$ cat src/rtl/rtcomp_vc_pkg.sv
// rtcomp_vc_pkg -- flit type, output port and routing mode encodings for rtcomp_vc.
// Revision 1.0
`default_nettype none

package rtcomp_vc_pkg;

  localparam int PORTW = 5;

  localparam logic [1:0] FT_HEAD     = 2'd0;
  localparam logic [1:0] FT_BODY     = 2'd1;
  localparam logic [1:0] FT_TAIL     = 2'd2;
  localparam logic [1:0] FT_HEADTAIL = 2'd3;

  localparam logic [PORTW-1:0] P_LOCAL = 5'b00001;
  localparam logic [PORTW-1:0] P_NORTH = 5'b00010;
  localparam logic [PORTW-1:0] P_EAST  = 5'b00100;
  localparam logic [PORTW-1:0] P_SOUTH = 5'b01000;
  localparam logic [PORTW-1:0] P_WEST  = 5'b10000;

  localparam int RM_XY = 0;
  localparam int RM_YX = 1;

  typedef enum logic {
    VC_IDLE   = 1'b0,
    VC_ACTIVE = 1'b1
  } vc_state_t;

  function automatic logic ft_is_head(input logic [1:0] ft);
    return (ft == FT_HEAD) || (ft == FT_HEADTAIL);
  endfunction

endpackage

`default_nettype wire

$ cat src/rtl/rtcomp_vc_if.sv
// rtcomp_vc_if -- flit input and route-result output handshake bundle of rtcomp_vc.
// Revision 1.0
`default_nettype none

interface rtcomp_vc_if
  import rtcomp_vc_pkg::*;
#(
  parameter int XW   = 2,
  parameter int YW   = 2,
  parameter int VCHW = 1
);

  logic             in_valid;
  logic             in_ready;
  logic [1:0]       in_ftype;
  logic [VCHW-1:0]  in_vch;
  logic [XW-1:0]    in_dst_x;
  logic [YW-1:0]    in_dst_y;
  logic             out_valid;
  logic             out_ready;
  logic [PORTW-1:0] out_port;
  logic [VCHW-1:0]  out_vch;
  logic [1:0]       out_ftype;

  modport master (
    output in_valid, in_ftype, in_vch, in_dst_x, in_dst_y, out_ready,
    input  in_ready, out_valid, out_port, out_vch, out_ftype
  );

  modport slave (
    input  in_valid, in_ftype, in_vch, in_dst_x, in_dst_y, out_ready,
    output in_ready, out_valid, out_port, out_vch, out_ftype
  );

endinterface

`default_nettype wire

$ cat src/rtl/rt_dor.sv
// rt_dor -- combinational dimension-order (XY / YX) output port decoder.
// Revision 1.0
`default_nettype none

module rt_dor
  import rtcomp_vc_pkg::*;
#(
  parameter int MY_XPOS    = 0,
  parameter int MY_YPOS    = 0,
  parameter int XW         = 2,
  parameter int YW         = 2,
  parameter int ROUTE_MODE = 0
) (
  input  wire logic [XW-1:0]    dst_x,
  input  wire logic [YW-1:0]    dst_y,
  output logic      [PORTW-1:0] port
);

  localparam logic [XW-1:0] c_MY_X = XW'(MY_XPOS);
  localparam logic [YW-1:0] c_MY_Y = YW'(MY_YPOS);

  logic [PORTW-1:0] w_x_port;
  logic [PORTW-1:0] w_y_port;
  logic             w_x_hit;
  logic             w_y_hit;

  assign w_x_hit  = (dst_x != c_MY_X);
  assign w_y_hit  = (dst_y != c_MY_Y);
  assign w_x_port = (dst_x > c_MY_X) ? P_EAST  : P_WEST;
  assign w_y_port = (dst_y > c_MY_Y) ? P_SOUTH : P_NORTH;

  generate
    if (ROUTE_MODE == RM_YX) begin : g_yx
      assign port = w_y_hit ? w_y_port : (w_x_hit ? w_x_port : P_LOCAL);
    end else begin : g_xy
      assign port = w_x_hit ? w_x_port : (w_y_hit ? w_y_port : P_LOCAL);
    end
  endgenerate

endmodule

`default_nettype wire

$ cat src/rtl/rtcomp_vc.sv
// rtcomp_vc -- per-input-port route computation with per-VC route hold and a one-entry output stage.
// Revision 1.0; define RTCOMP_ERRCHK_EN to drop protocol-violating flits and pulse err.
`default_nettype none

module rtcomp_vc
  import rtcomp_vc_pkg::*;
#(
  parameter int MY_XPOS    = 0,
  parameter int MY_YPOS    = 0,
  parameter int XW         = 2,
  parameter int YW         = 2,
  parameter int VCH        = 2,
  parameter int VCHW       = 1,
  parameter int ROUTE_MODE = 0
) (
  input  wire logic   clk,
  input  wire logic   rst_,
  rtcomp_vc_if.slave  bus
`ifdef RTCOMP_ERRCHK_EN
  ,
  output logic        err
`endif
);

  vc_state_t        r_vc_state     [VCH];
  vc_state_t        w_vc_state_nxt [VCH];
  logic [PORTW-1:0] r_route_tbl    [VCH];

  logic             r_out_valid;
  logic [PORTW-1:0] r_out_port;
  logic [VCHW-1:0]  r_out_vch;
  logic [1:0]       r_out_ftype;

  logic             w_accept;
  logic             w_is_head;
  logic             w_drop;
  logic             w_load;
  logic [PORTW-1:0] w_route;
  logic [PORTW-1:0] w_tbl_sel;
  logic [PORTW-1:0] w_port_sel;

  rt_dor #(
    .MY_XPOS    (MY_XPOS),
    .MY_YPOS    (MY_YPOS),
    .XW         (XW),
    .YW         (YW),
    .ROUTE_MODE (ROUTE_MODE)
  ) u_rt_dor (
    .dst_x (bus.in_dst_x),
    .dst_y (bus.in_dst_y),
    .port  (w_route)
  );

  assign bus.in_ready = !r_out_valid || bus.out_ready;
  assign w_accept     = bus.in_valid && bus.in_ready;
  assign w_is_head    = ft_is_head(bus.in_ftype);

  // Loop-compare rather than direct indexing keeps out-of-range VC codes harmless.
  always_comb begin
    w_tbl_sel = '0;
    for (int v = 0; v < VCH; v++) begin
      if (bus.in_vch == VCHW'(v)) w_tbl_sel = r_route_tbl[v];
    end
  end

`ifdef RTCOMP_ERRCHK_EN
  vc_state_t w_cur_state;
  logic      r_err;

  always_comb begin
    w_cur_state = VC_IDLE;
    for (int v = 0; v < VCH; v++) begin
      if (bus.in_vch == VCHW'(v)) w_cur_state = r_vc_state[v];
    end
  end

  assign w_drop = w_accept && (w_is_head ? (w_cur_state == VC_ACTIVE)
                                         : (w_cur_state == VC_IDLE));

  always_ff @(posedge clk or posedge rst_) begin
    if (rst_) r_err <= 1'b0;
    else      r_err <= w_drop;
  end

  assign err = r_err;
`else
  assign w_drop = 1'b0;
`endif

  assign w_load     = w_accept && !w_drop;
  assign w_port_sel = w_is_head ? w_route : w_tbl_sel;

  always_comb begin
    for (int v = 0; v < VCH; v++) begin
      w_vc_state_nxt[v] = r_vc_state[v];
      if (w_load && (bus.in_vch == VCHW'(v))) begin
        case (bus.in_ftype)
          FT_HEAD:     w_vc_state_nxt[v] = VC_ACTIVE;
          FT_TAIL:     w_vc_state_nxt[v] = VC_IDLE;
          FT_HEADTAIL: w_vc_state_nxt[v] = VC_IDLE;
          default:     w_vc_state_nxt[v] = r_vc_state[v];
        endcase
      end
    end
  end

  always_ff @(posedge clk or posedge rst_) begin
    if (rst_) begin
      for (int v = 0; v < VCH; v++) begin
        r_vc_state[v]  <= VC_IDLE;
        r_route_tbl[v] <= '0;
      end
    end else begin
      for (int v = 0; v < VCH; v++) begin
        r_vc_state[v] <= w_vc_state_nxt[v];
        if (w_load && w_is_head && (bus.in_vch == VCHW'(v))) r_route_tbl[v] <= w_route;
      end
    end
  end

  // A dropped flit can only be accepted while the stage drains, so out_ready alone clears it.
  always_ff @(posedge clk or posedge rst_) begin
    if (rst_) begin
      r_out_valid <= 1'b0;
      r_out_port  <= '0;
      r_out_vch   <= '0;
      r_out_ftype <= FT_HEAD;
    end else if (w_load) begin
      r_out_valid <= 1'b1;
      r_out_port  <= w_port_sel;
      r_out_vch   <= bus.in_vch;
      r_out_ftype <= bus.in_ftype;
    end else if (bus.out_ready) begin
      r_out_valid <= 1'b0;
    end
  end

  assign bus.out_valid = r_out_valid;
  assign bus.out_port  = r_out_port;
  assign bus.out_vch   = r_out_vch;
  assign bus.out_ftype = r_out_ftype;

endmodule

`default_nettype wire

$ cat src/flat_wrapper.sv
// flat-port wrapper written by rule: the top's interface ports become plain ports
module rtcomp_vc_flat import rtcomp_vc_pkg::*;
#(
  parameter int MY_XPOS    = 0,
  parameter int MY_YPOS    = 0,
  parameter int XW         = 2,
  parameter int YW         = 2,
  parameter int VCH        = 2,
  parameter int VCHW       = 1,
  parameter int ROUTE_MODE = 0
)
  (clk, rst_, bus_in_valid, bus_in_ftype, bus_in_vch, bus_in_dst_x, bus_in_dst_y, bus_out_ready, bus_in_ready, bus_out_valid, bus_out_port, bus_out_vch, bus_out_ftype);
  rtcomp_vc_if #(.XW(XW), .YW(YW), .VCHW(VCHW)) bus_i ();
  input  wire logic clk;
  input  wire logic rst_;
  input wire logic [$bits(bus_i.in_valid)-1:0] bus_in_valid;
  input wire logic [$bits(bus_i.in_ftype)-1:0] bus_in_ftype;
  input wire logic [$bits(bus_i.in_vch)-1:0] bus_in_vch;
  input wire logic [$bits(bus_i.in_dst_x)-1:0] bus_in_dst_x;
  input wire logic [$bits(bus_i.in_dst_y)-1:0] bus_in_dst_y;
  input wire logic [$bits(bus_i.out_ready)-1:0] bus_out_ready;
  output wire logic [$bits(bus_i.in_ready)-1:0] bus_in_ready;
  output wire logic [$bits(bus_i.out_valid)-1:0] bus_out_valid;
  output wire logic [$bits(bus_i.out_port)-1:0] bus_out_port;
  output wire logic [$bits(bus_i.out_vch)-1:0] bus_out_vch;
  output wire logic [$bits(bus_i.out_ftype)-1:0] bus_out_ftype;
  assign bus_i.in_valid = bus_in_valid;
  assign bus_i.in_ftype = bus_in_ftype;
  assign bus_i.in_vch = bus_in_vch;
  assign bus_i.in_dst_x = bus_in_dst_x;
  assign bus_i.in_dst_y = bus_in_dst_y;
  assign bus_i.out_ready = bus_out_ready;
  assign bus_in_ready = bus_i.in_ready;
  assign bus_out_valid = bus_i.out_valid;
  assign bus_out_port = bus_i.out_port;
  assign bus_out_vch = bus_i.out_vch;
  assign bus_out_ftype = bus_i.out_ftype;
  rtcomp_vc #(.MY_XPOS(MY_XPOS), .MY_YPOS(MY_YPOS), .XW(XW), .YW(YW), .VCH(VCH), .VCHW(VCHW), .ROUTE_MODE(ROUTE_MODE)) u_core (.clk(clk), .rst_(rst_), .bus(bus_i));
endmodule
$ cat config.mk
export PLATFORM = sky130hd
export DESIGN_NAME = rtcomp_vc_flat
export DESIGN_NICKNAME = d
export VERILOG_FILES = /design/src/rtl/rtcomp_vc_pkg.sv /design/src/rtl/rtcomp_vc_if.sv /design/src/rtl/rt_dor.sv /design/src/rtl/rtcomp_vc.sv /design/src/flat_wrapper.sv
export SDC_FILE = /design/constraint.sdc
export NUM_CORES = 1
export LEC_CHECK = 0
export CAP_MARGIN = 0
export CORE_MARGIN = 3
export CORE_UTILIZATION = 40
export CTS_BUF_LIST = sky130_fd_sc_hd__clkbuf_16
export DETAILED_ROUTE_END_ITERATION = 16
export PLACE_DENSITY = 0.73
export SLEW_MARGIN = 0
export SYNTH_ARGS = -nofsm -noshare
export SYNTH_HDL_FRONTEND = slang
export SYNTH_HIERARCHICAL = 1
export SYNTH_SLANG_ARGS = --single-unit
$ cat constraint.sdc
create_clock -name clk -period 1.31 [get_ports clk]
set_input_delay 0.131 -clock clk [delete_from_list [all_inputs] [get_ports clk]]
set_output_delay 0.131 -clock clk [all_outputs]
set_load 0.1 [all_outputs]
== Word-level counts from Yosys, hierarchy flattened ==
Index checks and enable logic that the tools add are counted.
Operators by class
  order comparisons: 2
  multiplexer cells: 8
  bitwise operators: 1
  eq/ne operators: 1
  reduce and logical (&&, ||, !) cells: 11
Operator list (number)
  2-to-1 mux 5 bit: 4
  2-to-1 mux 4 bit: 2
  nonzero test 2 bit: 3
  greater-than comparator 2 x 1 -> 1 bit (second input constant): 2
  logical AND 1 bit: 4
  == test 2 bit (second input constant): 1
  logical NOT 2 bit: 1
  logical OR 1 bit: 2
  2-to-1 mux 1 bit: 2
  logical NOT 1 bit: 1
  inverter 1 bit: 1
Storage, ports and cells
  bits of input ports: 11
  bits in registers: 19
  word-level logic and storage cells: 29
  output and inout bits: 10

== Longest topological paths before layout ==
  depth after elaboration: 5
  depth in mapped cells: 4

== Cells and area by module ==
Netlist, hierarchy kept.
By module, submodules not included
  rtcomp_vc: cells each 63, seq. area each 475.5 sq um, times used 1, area each 889.6 sq um
  rt_dor: cells each 7, seq. area each 0.0 sq um, times used 1, area each 47.5 sq um

== Least setup slack after synthesis ==
Ideal clock, no wire load.
  path kind: reg-to-reg
  start point: register u_core.r_out_valid (netlist: u_core/bus.out_valid)
  end point: register u_core.r_out_ftype[0] (netlist: u_core/bus.out_ftype[0])
  setup time: 0.126 ns
  arrival: 1.884 ns
  path buffers: 1
  cell stages (with the launch flop): 5
  path slack: -0.700 ns
  data required time: 1.184 ns
  cells stage by stage: dfrtp_1 > nand2b_1 > buf_4 > nand2_1 > mux2_2
On the way
  cells in the longest elaborated chain, start to end: 3
Ends and longest elaborated chain
  from (decl): line rtcomp_vc.sv:29  | logic r_out_valid;
  from (signal assigned): line rtcomp_vc.sv:124  | r_out_valid <= 1'b0;
  from (signal assigned): line rtcomp_vc.sv:129  | r_out_valid <= 1'b1;
  from (signal assigned): line rtcomp_vc.sv:134  | r_out_valid <= 1'b0;
  logical NOT 1 bit: line rtcomp_vc.sv:54  | assign bus.in_ready = !r_out_valid || bus.out_ready;
  logical OR 1 bit: line rtcomp_vc.sv:54
  net bus_in_ready: line flat_wrapper.sv:22  | output wire logic [$bits(bus_i.in_ready)-1:0] bus_in_ready;
  logical AND 1 bit: line rtcomp_vc.sv:55  | assign w_accept = bus.in_valid && bus.in_ready;
  to (signal assigned): line rtcomp_vc.sv:132  | r_out_ftype <= bus.in_ftype;
  to (decl): line rtcomp_vc.sv:32  | logic [1:0] r_out_ftype;
The timed path passes the listed nets, and every way through them passes these cells.
A chain may end at the register's enable or synchronous reset.

== Worst setup path after layout ==
  start point: register u_core.r_out_valid (netlist: u_core/bus.out_valid)
  end point: register u_core/r_route_tbl[4] (netlist bit)
On the way
  cells in the longest elaborated chain, start to end: 5
Ends and longest elaborated chain
  logical NOT 1 bit: line rtcomp_vc.sv:54
  logical OR 1 bit: line rtcomp_vc.sv:54
  logical AND 1 bit: line rtcomp_vc.sv:55
  logical AND 1 bit (2 in a row): line rtcomp_vc.sv:116  | if (w_load && w_is_head && (bus.in_vch == VCHW'(v))) r_route_tbl[v] <= w_route;
  to (signal, indexed assignment): line rtcomp_vc.sv:116
  to (decl): line rtcomp_vc.sv:27  | logic [PORTW-1:0] r_route_tbl [VCH];
No other way between the ends.

==> metrics.md <==
| Metric | Value |
|---|---|
| Status | `finished with violations` |
| Failing checks | `setup timing` |
| Setup Crit Path Kind | `flip-flop to flip-flop` |
| Ratio of cells with drive above 1 in the final layout | `43.8%` |
| Flops & latches, synth | `19` |
| Post-synth top area cell | `dfrtp_1` |
| Netlist cell types | `22` |
| Worst Setup End Kind | `flip-flop` |
| Final cell count without fillers | `132` |
| Horiz. Die Dim | `54.4 um` |
| CP Buf/Inv Count | `1` |
| DR pass1 iterations | `4` |
| Yosys warns | `6` |
| DRC | `0` |
| Total grt overflow | `0` |
| Post-DR vias/cell | `5.18` |
| Met3 Wirelength | `63 um` |
| Top post-synthesis cells by count | `dfrtp_1 (19), mux2_2 (8)` |
| Max Slew Vio Count | `0` |
| FFs w/ async S/R, synth | `100%` |
| Vert. Die Dim | `54.4 um` |
| Post-route cell area | `1470 sq um` |
| Clk_skew | `0.00113 ns` |
| Routability congestion estimate | `0.861` |
| Crit path arrival time | `1.44 ns` |
| Total Nets Final | `117` |
| Num ports | `21` |
| Final setup fails | `1` |
| Crit path max-delay cell type | `dfrtp_4` |
| Prevailing post-synth register cell | `dfrtp_1` |
| FMAX | `0.762 GHz` |
| Synthesized instance count | `70` |
| H-tree Lvls | `1` |
| Max layer used | `met4` |
| Layout Area Growth over Synthesis | `56.6%` |
| DRT iter0 DRCs | `5` |
| Dpl cells | `124` |
| CTS Buffer Depth | `2` |
| Vias in the first global route | `694` |
| Sequential area share after synthesis | `50.7%` |
| Lkg Pwr | `0.653 nW` |
| Largest net degree at the start of global routing | `20` |
| Antenna cells | `0` |
| Root buf cell | `clkbuf_16` |
| Vias | `684` |
| Clk Latency, worst-skew pair | `0.24 ns` |
| Synthesized area | `937 sq um` |
| Initial Utilization | `45.0%` |
| First-pass GRT wire length | `3.64 mm` |
| Final antenna-violating net count | `0` |
| Fillers | `146` |
| Worst EP required | `1.44 ns` |
| CP top delay family | `flip-flops` |
| Min-Delay Path Class | `primary input to async pin` |
| Total CTS buffers | `3` |
| WL final | `2.14 mm` |
| # hold bufs at CTS | `0` |
| Worst vdd ir | `1260 uV` |
| Crit-path cells | `nand2b_4, buf_6, nand4_4, mux2_4` |
| DRT met1 WL | `976 um` |
| Area after DPL | `1340 sq um` |
| Pre-CTS setup slack | `-0.329 ns` |
| Die footprint | `2960 sq um` |
| Floorplan core area | `2080 sq um` |
| Initial antenna violation count | `0` |
| Total power | `0.00228 W` |
| Synth area leaders | `dfrtp_1 (51%), mux2_2 (9.6%), mux2_1 (6.0%)` |
| RSZ-0062 raised after global routing | `yes` |
| Final hold violations | `0` |
| Clk pin slew, worst setup/hold paths | `0.05 ns` |
| PortBufs | `20` |
| Startpoint types | `flip-flop` |
| Total global-route track usage | `17.6%` |
| Critical path fanouts, max | `5` |
| Synth top area share | `50.7%` |
| Final Cycle Share | `100%` |
| Max-cap violations | `0` |
| Num rows | `16` |
| Min Clock Period, post-route | `1.31 ns` |
| Count leader, synth | `dfrtp_1` |
| Slack of the critical path | `-0.00150 ns` |
| Synthesized area per cell | `13.4 sq um` |
| Post-DP HPWL | `1.45 mm` |
| Clock sink total | `19` |
| CTS tree | `yes` |
| EDFF count, synth | `0` |
| Post-DR wirelength/cell | `16.2 um` |
| Met2 wire length | `1.09 mm` |
| Pwr per Cell Area | `1550 nW/um^2` |
| Max incr delay on CP | `0.49 ns` |
-- layout make-up --
class,instances,area (sq um),share of cell area [%]
timing repair buffer,35,420,28.6
sequential,19,479,32.7
inverter,1,3.75,0.256
multi-input combinational,46,452,30.8
tap,27,33.8,2.30
clock buffer,3,75.1,5.12
clock inverter,1,3.75,0.256
-- cells in the final DEF (no fill, tap or decap) --
cell	count
dfrtp_1	18
buf_4	13
buf_12	10
clkdlybuf4s50_1	7
mux2_2	7
nor2b_1	5
a211oi_1	5
o211ai_1	5
o2bb2ai_1	5
mux2_1	5
clkbuf_16	3
inv_1	2
dlygate4sd2_1	2
buf_6	2
conb_1	2
dlymetal6s2s_1	1
nand2b_4	1
nand2_2	1
xnor2_4	1
xor2_2	1
nand4_4	1
nand4b_4	1
nand2b_1	1
mux2_4	1
dfrtp_4	1
or2_4	1
nor3_2	1
nor2_1	1
nor2_2	1
-- per-stage QoR --
step	TNS (ns)	util (%)	hold WS [ns]
global route	-0.0836	70.5	0.263
CTS	-0.0107	68.9	0.218
detailed placement	-4.12	64.4	0.476
global placement	-3.87	64.4	0.467
floorplan	-2.41	-	0.0822
finish	-0.00150	70.5	0.210
-- cell families (layout without fill, tap and decap cells) --
family / Yosys count / after routing / share of synthesized area [%]
flops: 19 / 19 / 50.7
compound gates: 15 / 15 / 12.7
simple gates: 14 / 14 / 12.9
mux: 13 / 13 / 15.6
buf+inv: 6 / 40 / 3.74
xor+xnor: 2 / 2 / 3.87
other cells: 1 / 2 / 0.400
-- power by group --
group	internal (W)	switching, W
Sequential	0.000700	0.0000887
Clock	0.000405	0.000200
Combinational	0.000368	0.000517
-- flip-flops by register name (all words and copies together), names as in the netlist --
name and count:
u_core/r_route_tbl 10, u_core/bus.out_valid 1, u_core/bus.out_ftype 2, u_core/bus.out_port 5, u_core/bus.out_vch 1
-- tightest hold or removal path: stages --
cell and delay, ns:
clkdlybuf4s50_1 0.39, inv_1 0.05, buf_4 0.25
-- timing repair --
action	in CTS	in global routing
pin swaps	1	0
setup endpoints to repair	14	12
resized for setup	4	3
buffers inserted	1	3
endpoints found under the hold margin	0	0
-- path summary, 6_finish.rpt --
kind | startpoint | endpoint | slack (ns) | cells past startpoint
max | u_core/bus.out_valid | u_core/r_route_tbl[4] | -0.001 | 4
min | rst_ | u_core/bus.out_vch | 0.21 | 3
max reg2reg | u_core/bus.out_valid | u_core/r_route_tbl[4] | -0.001 | 4
min reg2reg | u_core/r_route_tbl[5] | u_core/r_route_tbl[5] | 0.49 | 1
max in group asynchronous | rst_ | u_core/bus.out_valid | 0.88 | 3
min in group clk | bus_in_vch | u_core/r_route_tbl[1] | 0.48 | 3
-- routing by layer --
layer  track usage, %  vias to the layer above
met5                0                        -
met4             4.98                        0
met3             2.45                        2
met2             28.9                       10
met1             24.1                      347
li1                 -                      325
No activity file was read; power rests on OpenSTA's default activity.
